**src/rtl/pulse_meter_if.sv**
```systemverilog
// Bus for pulse_meter: the line under measurement plus the published
// measurement, status and FSM debug state.
interface pulse_meter_if #(
  parameter int CW = 24,
  parameter int NW = 16
);
  // valid is a one-cycle strobe with no ready/backpressure: width and period
  // change only in the cycle valid is high, and a consumer must capture them
  // then or read the held values later.
  logic          pulse_in;
  logic [CW-1:0] width;
  logic [CW-1:0] period;
  logic          valid;
  logic          timeout;
  logic [NW-1:0] pulse_cnt;
  logic [1:0]    state_dbg;

  modport master (
    output pulse_in,
    input  width, period, valid, timeout, pulse_cnt, state_dbg
  );

  modport slave (
    input  pulse_in,
    output width, period, valid, timeout, pulse_cnt, state_dbg
  );
endinterface

```
**src/rtl/pulse_meter.sv**
```systemverilog
// Measures high width and rise-to-rise period of an asynchronous pulse line
// in clk cycles, strobes each complete measurement and flags stalled lines.
module pulse_meter #(
  parameter int CW = 24,
  parameter int NW = 16
) (
  input  logic         clk,
  input  logic         rst,
  pulse_meter_if.slave bus
);

  typedef enum logic [1:0] {
    IDLE = 2'd0,
    HIGH = 2'd1,
    LOW  = 2'd2
  } state_t;

  localparam logic [CW-1:0] C_ONE = {{(CW-1){1'b0}}, 1'b1};
  localparam logic [CW-1:0] C_MAX = {CW{1'b1}};
  localparam logic [NW-1:0] N_ONE = {{(NW-1){1'b0}}, 1'b1};

  state_t        state, state_nx;
  logic          s1, s2, s3;
  logic          rise, fall, sat;
  logic [CW-1:0] wcnt, wcnt_nx;
  logic [CW-1:0] pcnt, pcnt_nx;
  logic [CW-1:0] held_w, held_w_nx;
  logic [CW-1:0] width_q, width_nx;
  logic [CW-1:0] period_q, period_nx;
  logic          valid_q, valid_nx;
  logic          timeout_q, timeout_nx;
  logic [NW-1:0] cnt_q, cnt_nx;

  assign rise = s2 & ~s3;
  assign fall = ~s2 & s3;
  // wcnt never exceeds pcnt, so pcnt alone decides saturation.
  assign sat  = (state != IDLE) && (pcnt == C_MAX);

  always_ff @(posedge clk) begin
    if (rst) begin
      s1 <= 1'b0;
      s2 <= 1'b0;
      s3 <= 1'b0;
    end else begin
      s1 <= bus.pulse_in;
      s2 <= s1;
      s3 <= s2;
    end
  end

  always_comb begin
    state_nx   = state;
    wcnt_nx    = wcnt;
    pcnt_nx    = pcnt;
    held_w_nx  = held_w;
    width_nx   = width_q;
    period_nx  = period_q;
    valid_nx   = 1'b0;
    timeout_nx = timeout_q;
    cnt_nx     = cnt_q;
    case (state)
      IDLE: begin
        if (rise) begin
          state_nx = HIGH;
          wcnt_nx  = C_ONE;
          pcnt_nx  = C_ONE;
        end
      end
      HIGH: begin
        if (sat) begin
          timeout_nx = 1'b1;
          state_nx   = IDLE;
          wcnt_nx    = '0;
          pcnt_nx    = '0;
        end else begin
          wcnt_nx = wcnt + C_ONE;
          pcnt_nx = pcnt + C_ONE;
          if (fall) begin
            held_w_nx = wcnt;
            state_nx  = LOW;
          end
        end
      end
      LOW: begin
        // Saturation wins over a coincident rise; that rise starts nothing.
        if (sat) begin
          timeout_nx = 1'b1;
          state_nx   = IDLE;
          wcnt_nx    = '0;
          pcnt_nx    = '0;
        end else if (rise) begin
          width_nx   = held_w;
          period_nx  = pcnt;
          valid_nx   = 1'b1;
          cnt_nx     = cnt_q + N_ONE;
          timeout_nx = 1'b0;
          state_nx   = HIGH;
          wcnt_nx    = C_ONE;
          pcnt_nx    = C_ONE;
        end else begin
          pcnt_nx = pcnt + C_ONE;
        end
      end
      default: begin
        state_nx = IDLE;
        wcnt_nx  = '0;
        pcnt_nx  = '0;
      end
    endcase
  end

  always_ff @(posedge clk) begin
    if (rst) begin
      state     <= IDLE;
      wcnt      <= '0;
      pcnt      <= '0;
      held_w    <= '0;
      width_q   <= '0;
      period_q  <= '0;
      valid_q   <= 1'b0;
      timeout_q <= 1'b0;
      cnt_q     <= '0;
    end else begin
      state     <= state_nx;
      wcnt      <= wcnt_nx;
      pcnt      <= pcnt_nx;
      held_w    <= held_w_nx;
      width_q   <= width_nx;
      period_q  <= period_nx;
      valid_q   <= valid_nx;
      timeout_q <= timeout_nx;
      cnt_q     <= cnt_nx;
    end
  end

  assign bus.width     = width_q;
  assign bus.period    = period_q;
  assign bus.valid     = valid_q;
  assign bus.timeout   = timeout_q;
  assign bus.pulse_cnt = cnt_q;
  assign bus.state_dbg = state;

endmodule

```
**src/flat_wrapper.sv**
```systemverilog
// flat-port wrapper written by rule: the top's interface ports become plain ports
module pulse_meter_flat 
#(
  parameter int CW = 24,
  parameter int NW = 16
)
  (clk, rst, bus_pulse_in, bus_width, bus_period, bus_valid, bus_timeout, bus_pulse_cnt, bus_state_dbg);
  pulse_meter_if #(.CW(CW), .NW(NW)) bus_i ();
  input  logic clk;
  input  logic rst;
  input wire logic [$bits(bus_i.pulse_in)-1:0] bus_pulse_in;
  output wire logic [$bits(bus_i.width)-1:0] bus_width;
  output wire logic [$bits(bus_i.period)-1:0] bus_period;
  output wire logic [$bits(bus_i.valid)-1:0] bus_valid;
  output wire logic [$bits(bus_i.timeout)-1:0] bus_timeout;
  output wire logic [$bits(bus_i.pulse_cnt)-1:0] bus_pulse_cnt;
  output wire logic [$bits(bus_i.state_dbg)-1:0] bus_state_dbg;
  assign bus_i.pulse_in = bus_pulse_in;
  assign bus_width = bus_i.width;
  assign bus_period = bus_i.period;
  assign bus_valid = bus_i.valid;
  assign bus_timeout = bus_i.timeout;
  assign bus_pulse_cnt = bus_i.pulse_cnt;
  assign bus_state_dbg = bus_i.state_dbg;
  pulse_meter #(.CW(CW), .NW(NW)) u_core (.clk(clk), .rst(rst), .bus(bus_i));
endmodule
```
**config.mk**
```make
export PLATFORM = sky130hd
export DESIGN_NAME = pulse_meter_flat
export DESIGN_NICKNAME = d
export VERILOG_FILES = /design/src/rtl/pulse_meter_if.sv /design/src/rtl/pulse_meter.sv /design/src/flat_wrapper.sv
export SDC_FILE = /design/constraint.sdc
export NUM_CORES = 1
export LEC_CHECK = 0
export CAP_MARGIN = 10
export CORE_MARGIN = 2
export CORE_UTILIZATION = 50
export CTS_CLUSTER_DIAMETER = 120
export DETAILED_ROUTE_END_ITERATION = 10
export HOLD_SLACK_MARGIN = 0.15
export PLACE_DENSITY = 0.72
export SLEW_MARGIN = 20
export SYNTH_ARGS = -nofsm -noshare
export SYNTH_HDL_FRONTEND = slang
export SYNTH_SLANG_ARGS = --single-unit
```
**constraint.sdc**
```tcl
create_clock -name clk -period 2.8 [get_ports clk]
set_clock_uncertainty 0.2 [all_clocks]
set_input_delay 0.7 -clock clk [delete_from_list [all_inputs] [get_ports clk]]
set_output_delay 0.7 -clock clk [all_outputs]
set_load 0.005 [all_outputs]
```
==> run summary, run 1 <==
The run finished with clean final reports. TritonCTS created 17 clock buffers. The number of clock sinks came out at 143.

The leading register cell type out of synthesis is sky130_fd_sc_hd__dfxtp_1. The layout-stage area growth over the synthesis result is 21.4%. At the pin with the least slew margin, the transition time is 0.606 ns. For this design the static power due to leakage is 2.55 nW. In this run, the number of DRC markers left after iteration 0 of detailed routing was 567. The final-layout setup total negative slack came out at 0 ns.

The number of setup buffers added after CTS is 0. The clock share of power is 0.499. In this run, synthesis inferred 0 flip-flops with an integrated enable. In this run the worst setup path begins at u_core.bus.state_dbg[1]. The ratio of routed vias to standard cells came out at 5.82.

The sequential-to-total area share from yosys stat came out at 0.444. The residual DRC count came out at 0. The final weighted congestion in routability-driven placement is 0.884. TritonCTS built the clock tree. In the final layout, flip-flops and latches occupy 2860 um2.

The H-tree depth came out at 4. The count of buffers added on input and output ports is 70. The worst-case setup margin in the final layout is 0.174 ns.

For the finished layout, the period the worst path requires is 2.63 ns. The initial standard-cell utilization of the core is 0.511. The net count of the mapped netlist is 807. The insertion delay of the later-clocked pin in the worst-skew pair came out at 0.42 ns. The count of buffering cells on the critical path with inverters included came out at 1.

The final route contains 6014 vias. The net switching power of the design is 0.944 mW. Walking the worst path, the cells encountered are inv_1 -> ha_1 -> and4b_1 -> and3_4 -> a311oi_4 -> or4b_2 -> a31oi_1.

The kind of capture point of the worst setup path is a flip-flop. Power comes to 4.43 mW. The data arrival time at the worst-slack endpoint is 2.77 ns. The total global routing overflow is 0. The multi-input logic area is 3220 um2. The row count is 41. The core box area is 12600 um2. Of the total power, the share spent switching nets is 0.213. The final core utilization came out at 0.620. Summed over all nets, the half-perimeter wirelength after detailed placement is 10800 um. The share of total power dissipated in combinational logic is 0.037. The kind of cell adding the most delay to the critical path is simple AND/OR/NAND/NOR gates. Headroom to the max-slew limit came out at 0.594. The maximum number of pins on one net before global-route repair came out at 48.

The number of search-and-repair iterations in the first detailed-routing pass came out at 7. The number of global-route vias before repair is 5536. The pre-CTS worst setup slack is 0.199 ns. The achievable frequency is 0.381 GHz. The number of standard cells after synthesis is 797.

The boundary pin count is 71. The largest voltage drop on the vdd net is 0.412 mV. Synthesis instantiated 67 different standard cells from the library.

The share of post-route cells with drive strength above 1 is 0.0870. In this design, the stage delay of the slowest critical-path cell is 0.64 ns. The worst setup path is of the reg2reg kind. Setup violations remaining at the end of the flow were counted as 0.

In this run the critical register-to-register path is launched from u_core.bus.state_dbg[1]. The count of state elements after synthesis is 143. The final antenna-violating net count is 0. The clock transition at the register clock pins on the worst setup and hold paths after CTS came out at 0.06 ns. The worst setup path is launched from a flip-flop. The maximum net fanout on the critical path came out at 11. The cell internal power dissipation came out at 3.48 mW. The global-route wire length before repair came out at 26800 um. The slowest stage cell on the critical path is sky130_fd_sc_hd__or4b_2. The full die area is 13800 um2. The power density of the placed cells came out at 566 nW/um2. The number of max-slew violations in the final report came to 0. The total routing usage reported by global routing is 0.235. For this run, the number of Yosys warnings is 0. The post-cts hold buffer count is 0. The final layout contains 861 nets.

Setup repair after global routing left no endpoint under its margin. The maximum clock path buffer count came out at 2. In the final routed layout, each cell accounts on average for 15.4 um. The die is 118 um wide. The worst hold path begins at u_core.s1. The number of antenna violations at the first check in global routing came out at 0. The post-CTS resize count is 0.

The share of power burned in registers is 0.464. The post-synthesis async set-or-reset flop share is 0. The final number of hold-violating endpoints came out at 0. The final cycle utilization of the critical path came out at 0.938.

The total of max-cap violations is 0. The endpoint required time on the critical path came out at 2.95 ns. The total wirelength of the detailed-routed design is 16000 um.

The synthesized netlist occupies a cell area of 6440 um2. Counting the fill cells in the layout gives 1141. The antenna diode count came out at 0.

The height of the die is 118 um. The post-synthesis average cell area came out at 8.09 um2. The tree is rooted in a sky130_fd_sc_hd__clkbuf_16. The path class of the tightest hold or removal check is reg2reg.
-- power by group through the flow --
stage / combinational (mW) / sequential (mW) / clock (mW)
2_1_floorplan: 0.112 / 2.09 / 0
3_3_place_gp: 0.156 / 2.10 / 0
3_5_place_dp: 0.162 / 2.10 / 0
4_1_cts: 0.163 / 2.05 / 2.23
5_1_grt: 0.181 / 2.05 / 2.34
6_report: 0.165 / 2.05 / 2.21
-- cells in the final DEF (no fill, tap or decap), types with 7 or more instances in the layout --
cell type                           n
sky130_fd_sc_hd__a21oi_1           93
sky130_fd_sc_hd__clkbuf_16         17
sky130_fd_sc_hd__nor4_1             9
sky130_fd_sc_hd__ha_1               7
sky130_fd_sc_hd__a41oi_1            8
sky130_fd_sc_hd__clkdlybuf4s50_1   69
sky130_fd_sc_hd__nand2_1          183
sky130_fd_sc_hd__nor2_1            26
sky130_fd_sc_hd__buf_4             24
sky130_fd_sc_hd__nor2b_1            8
sky130_fd_sc_hd__nand3_1           23
sky130_fd_sc_hd__dfxtp_1          143
sky130_fd_sc_hd__nor3_1            10
sky130_fd_sc_hd__nand4_1           17
sky130_fd_sc_hd__a31oi_1           15
sky130_fd_sc_hd__a311oi_1           9
sky130_fd_sc_hd__and3_1            15
sky130_fd_sc_hd__inv_1             21
sky130_fd_sc_hd__o21ai_0           46
-- cell usage after synthesis (4+ instances only) --
| master | instances | area (um2) |
|---|---|---|
| sky130_fd_sc_hd__buf_6 | 4 | 45.0 |
| sky130_fd_sc_hd__ha_1 | 7 | 87.6 |
| sky130_fd_sc_hd__nand3_1 | 23 | 115 |
| sky130_fd_sc_hd__a31oi_1 | 15 | 93.8 |
| sky130_fd_sc_hd__o211ai_1 | 4 | 30.0 |
| sky130_fd_sc_hd__nor3b_1 | 4 | 30.0 |
| sky130_fd_sc_hd__o31a_1 | 6 | 52.6 |
| sky130_fd_sc_hd__a311oi_1 | 9 | 78.8 |
| sky130_fd_sc_hd__and4_1 | 5 | 43.8 |
| sky130_fd_sc_hd__clkbuf_1 | 29 | 109 |
| sky130_fd_sc_hd__or3_1 | 6 | 37.5 |
| sky130_fd_sc_hd__or4b_1 | 5 | 50.1 |
| sky130_fd_sc_hd__nor4_1 | 9 | 56.3 |
| sky130_fd_sc_hd__o21ai_0 | 46 | 230 |
| sky130_fd_sc_hd__and3_1 | 15 | 93.8 |
| sky130_fd_sc_hd__a21oi_1 | 93 | 465 |
| sky130_fd_sc_hd__buf_4 | 7 | 52.6 |
| sky130_fd_sc_hd__nor2b_1 | 8 | 50.1 |
| sky130_fd_sc_hd__dfxtp_1 | 143 | 2860 |
| sky130_fd_sc_hd__xnor2_1 | 4 | 35.0 |
| sky130_fd_sc_hd__or4_1 | 6 | 45.0 |
| sky130_fd_sc_hd__nand4b_1 | 4 | 35.0 |
| sky130_fd_sc_hd__a41oi_1 | 8 | 70.1 |
| sky130_fd_sc_hd__nor2_1 | 26 | 97.6 |
| sky130_fd_sc_hd__buf_2 | 15 | 75.1 |
| sky130_fd_sc_hd__nand2_1 | 183 | 687 |
| sky130_fd_sc_hd__inv_1 | 21 | 78.8 |
| sky130_fd_sc_hd__nand4_1 | 17 | 106 |
| sky130_fd_sc_hd__o31ai_1 | 4 | 30.0 |
| sky130_fd_sc_hd__mux2_2 | 4 | 45.0 |
| sky130_fd_sc_hd__and2_1 | 5 | 31.3 |
| sky130_fd_sc_hd__nor3_1 | 10 | 50.1 |
-- flip-flops by register name (all words and copies together) (netlist names) --
name	count
u_core.pcnt	24
u_core.bus.period	24
u_core.held_w	24
u_core.bus.valid	1
u_core.bus.pulse_cnt	16
u_core.bus.state_dbg	2
u_core.bus.timeout	1
u_core.s3	1
u_core.s1	1
u_core.wcnt	24
u_core.s2	1
u_core.bus.width	24
-- kinds of logic after synthesis --
family                     synth area share
muxes                               0.00699
DFF                                   0.444
buffers and inverters                0.0582
AOI/OAI and AO/OA                     0.206
adders and majority gates            0.0136
xor gates and xnor gates            0.00951
and+or+nand+nor                       0.261
-- per-layer routing --
| metal | vias up | GRT usage | routed length, um |
|---|---|---|---|
| met5 | - | 0 | 0 |
| met4 | 0 | 0.0919 | 237 |
| met3 | 23 | 0.0586 | 935 |
| met2 | 201 | 0.372 | 7530 |
| met1 | 2839 | 0.309 | 7260 |
| li1 | 2951 | - | - |
-- area by class of cell --
cell class,instances,area share
Sequential cell,143,0.366
Multi-Input combinational cell,574,0.411
Timing Repair Buffer,93,0.111
Inverter,22,0.0106
Clock buffer,24,0.0629
Clock inverter,6,0.0106
Tap cell,172,0.0275
-- final timing paths --
kind | depth (start not counted) | slack [ns] | end
max | 7 | 0.17 | u_core.pcnt[20]
min | 1 | 0.25 | u_core.s2
max reg2reg | 7 | 0.17 | u_core.pcnt[20]
min reg2reg | 1 | 0.25 | u_core.s2
-- per-stage QoR --
stage               cell area (um2)  instances  hold WS [ns]
finish                         7820       1034         0.245
global route                   7820       1034         0.270
CTS                            7820       1034         0.250
detailed placement             7250       1004         0.238
global placement               7250       1004         0.219
floorplan                      6440        797         0.214
(Power assumes the default switching activity.)
==> inputs of run 2 (changes only) <==
--- a/config.mk
+++ b/config.mk
@@ -12,7 +12,7 @@
 export DETAILED_ROUTE_END_ITERATION = 10
 export HOLD_SLACK_MARGIN = 0.15
 export PLACE_DENSITY = 0.72
-export SLEW_MARGIN = 20
+export SLEW_MARGIN = 10
 export SYNTH_ARGS = -nofsm -noshare
 export SYNTH_HDL_FRONTEND = slang
 export SYNTH_SLANG_ARGS = --single-unit
==> results of run 2 <==
Same layout as run 1: the final DEF is identical, and so are final timing and power.
==> inputs of run 3 (changes only) <==
--- a/config.mk
+++ b/config.mk
@@ -6,7 +6,7 @@
 export NUM_CORES = 1
 export LEC_CHECK = 0
 export CAP_MARGIN = 10
-export CORE_MARGIN = 2
+export CORE_MARGIN = 1
 export CORE_UTILIZATION = 50
 export CTS_CLUSTER_DIAMETER = 120
 export DETAILED_ROUTE_END_ITERATION = 10
==> run 3 against run 2 <==
- cell area is 0.18% higher
- first-iteration DRC count shrank 21%
- cell count about the same
- fmax is 0.24% lower
- largest cell class unchanged
==> run summary, run 3 (same netlist as run 1, synthesis figures left out) <==
The clock share of power is 0.494 (-0.005). The HPWL after detailed placement came out at 10400 um (-4.3%). The number of antenna violations at the first check in global routing is 0 (unchanged). The startpoint type of the worst setup path is a flip-flop. The endpoint required time on the critical path is 2.91 ns (-0.04 ns). The maximum clock path buffer count is 2 (unchanged). The initial standard-cell utilization of the core was 0.513 (+0.00208). Traced cell by cell, the critical path runs through ha_1 -> nand3_2 -> nor3_4 -> buf_4 -> a311oi_2 -> buf_4 -> and3_1 -> a211o_1. The post-cts hold buffer count is 0 (unchanged). The data arrival time at the worst-slack endpoint was 2.74 ns (-0.03 ns). The switching power share of the total came to 0.207 (-0.00625). Leaving out fill and tap cells, the most frequent cell in the layout is sky130_fd_sc_hd__nand2_1. Among all stages on the critical path, the largest delay is contributed by sky130_fd_sc_hd__dfxtp_1. The power density of the placed cells is 559 nW/um2 (-1.2%). The boundary pin count came out at 71 (unchanged). The number of max-slew violations in the final report is 0 (unchanged). The residual DRC count is 0 (unchanged). On the critical path the largest part of the delay comes from simple AND/OR/NAND/NOR gates. The met3 wirelength from detailed routing was 777 um (-17%). The net switching power of the design was 0.907 mW (-3.9%). The non-filler instance count after layout came out at 1033 (-0.097%). The final number of hold-violating endpoints came out at 0 (unchanged).

The final core utilization is 0.623 (+0.00362). The most prevalent standard cell on the critical path is sky130_fd_sc_hd__buf_4. The number of buffer cells added on primary ports is 70 (unchanged). The insertion delay of the later-clocked pin in the worst-skew pair came out at 0.42 ns (about the same). The total routing usage reported by global routing is 0.238 (+0.00296). The number of clock sinks came out at 143 (unchanged). The full die area came out at 13300 um2 (-3.4%). The kind of critical path is reg2reg. The flow ran to the end, and the final reports show no timing, DRC or antenna violations. The core box area is 12600 um2 (-0.41%).

The final weighted congestion in routability-driven placement came to 0.878 (-0.62%). Setup repair after global routing left no endpoint under its margin. TritonCTS built the clock tree. The number of cells in the design after placement came out at 1002 (-0.20%). The number of global-route vias before repair is 5327 (-3.8%). The row count came to 41 (unchanged).

The total of max-cap violations came out at 0 (unchanged). The global-route wire length before repair came out at 25200 um (-5.7%). The top layer used by detailed routing is met4.

The largest voltage drop on the vdd net came out at 0.325 mV (-21%). CTS placed an instance of sky130_fd_sc_hd__clkbuf_16 at the clock tree root. The routed length on met1 is 7080 um (-2.5%).

The total number of nets in the final design came out at 859 (-0.23%). The count of buffering cells on the critical path with inverters included is 2 (+1). The horizontal extent of the die came out at 116 um (-1.7%). Leaving out fill and tap cells, the most frequent cells in the layout are sky130_fd_sc_hd__nand2_1, sky130_fd_sc_hd__dfxtp_1, sky130_fd_sc_hd__a21oi_1. The final cycle utilization of the critical path came out at 0.940 (+0.00222).

The H-tree depth came to 4 (unchanged). The total clock buffers created by CTS is 17 (unchanged). The share of post-route cells with drive strength above 1 is 0.0859 (-0.00106). The worst slew margin relative to its limit is 0.630 (+0.0351). The share of power burned in registers came out at 0.469 (+0.005). The number of vias after detailed routing came out at 5934 (-1.3%). The maximum number of pins on one net before global-route repair is 64 (+33%). The largest stage delay on the critical path came out at 0.44 ns (-0.20 ns). The worst-margin pin slew is 0.553 ns (-0.0525 ns). The final count of negative-setup-slack endpoints is 0 (unchanged). The achievable frequency is 0.380 GHz (-0.24%). The ratio of routed vias to standard cells is 5.74 (-1.2%).

The number of setup buffers added after CTS is 0 (unchanged). The layout-stage area growth over the synthesis result came out at 21.6%. STA classifies the critical path endpoint as a flip-flop. The maximum net fanout on the critical path came out at 30 (+19).

The final routed wire length divided by cell count came out at 14.6 um (-5.6%). The number of search-and-repair iterations in the first detailed-routing pass came to 5 (-2). The height of the die was 116 um (-1.7%). The cell leakage power came out at 2.55 nW (+0.14%).

The total wirelength of the detailed-routed design is 15000 um (-5.7%). The total global routing overflow is 0 (unchanged). The cell internal power dissipation is 3.47 mW (-0.25%). The number of violations reported at the end of detailed-routing iteration 0 came out at 449 (-21%). The min-delay analysis places its worst path in the category reg2reg. The relative contribution of combinational cells to total power is 0.037 (about the same). The time the final worst path needs with I/O delays and setup was 2.63 ns (+0.00621 ns). The clock transition at the register clock pins on the worst setup and hold paths after CTS is 0.06 ns (about the same).

The final antenna-violating net count is 0 (unchanged). The total met2 wirelength after detailed routing came to 6960 um (-7.5%). The final-layout setup total negative slack came out at 0 ns (unchanged).

The antenna diode count is 0 (unchanged).
==> run 3: worst paths after layout <==
check | slack [ns] | startpoint | endpoint | cells past startpoint
max | 0.17 | u_core.pcnt[0] | u_core.wcnt[6] | 8
min | 0.24 | u_core.s1 | u_core.s2 | 1
max reg2reg | 0.17 | u_core.pcnt[0] | u_core.wcnt[6] | 8
min reg2reg | 0.24 | u_core.s1 | u_core.s2 | 1
==> run 3: through the flow <==
stage | total power, mW | hold slack, ns | cell area, um2 | worst slack, ns
2_1_floorplan | 2.21 | 0.214 | 6440 | 0.557
6_report | 4.38 | 0.244 | 7840 | 0.168
3_5_place_dp | 2.26 | 0.241 | 7240 | 0.154
5_1_grt | 4.52 | 0.264 | 7840 | 0.0125
3_3_place_gp | 2.25 | 0.217 | 7240 | 0.251
4_1_cts | 4.42 | 0.254 | 7830 | 0.122
==> run 3: power by group through the flow <==
stage               Combinational [mW]  Sequential, mW  Clock [mW]
floorplan                        0.112            2.09           0
global placement                 0.157            2.10           0
detailed placement               0.161            2.10           0
CTS                              0.162            2.05        2.20
global route                     0.178            2.05        2.28
finish                           0.164            2.05        2.17
==> run 3: metal layers <==
metal / GRT usage / up-vias
met5: 0 / -
met4: 0.0892 / 0
met3: 0.0497 / 21
met2: 0.374 / 176
met1: 0.322 / 2784
li1: - / 2953
==> run 3: worst reg2reg max path, delay by kind of cell (launching register included) <==
kind                       cells  cell delay (ns)
buffers and inverters          2             0.51
DFF                            1             0.44
and+or+nand+nor                3             0.76
adders and majority gates      1             0.25
AOI/OAI and AO/OA              2             0.36
==> run 3: timing repair <==
item | 4_1_cts | 5_1_grt
endpoints found under the hold margin | 0 | 0
endpoints found under the setup margin | 0 | 25
resized for setup | 0 | 1
==> run 3: final cells by class <==
class	count	area, um2
clock buffer	27	533
clock inverter	4	48.8
fill	1099	4730
inverter	22	82.6
multi-input combinational	574	3220
sequential	143	2860
tap	172	215
timing repair buffer	91	868
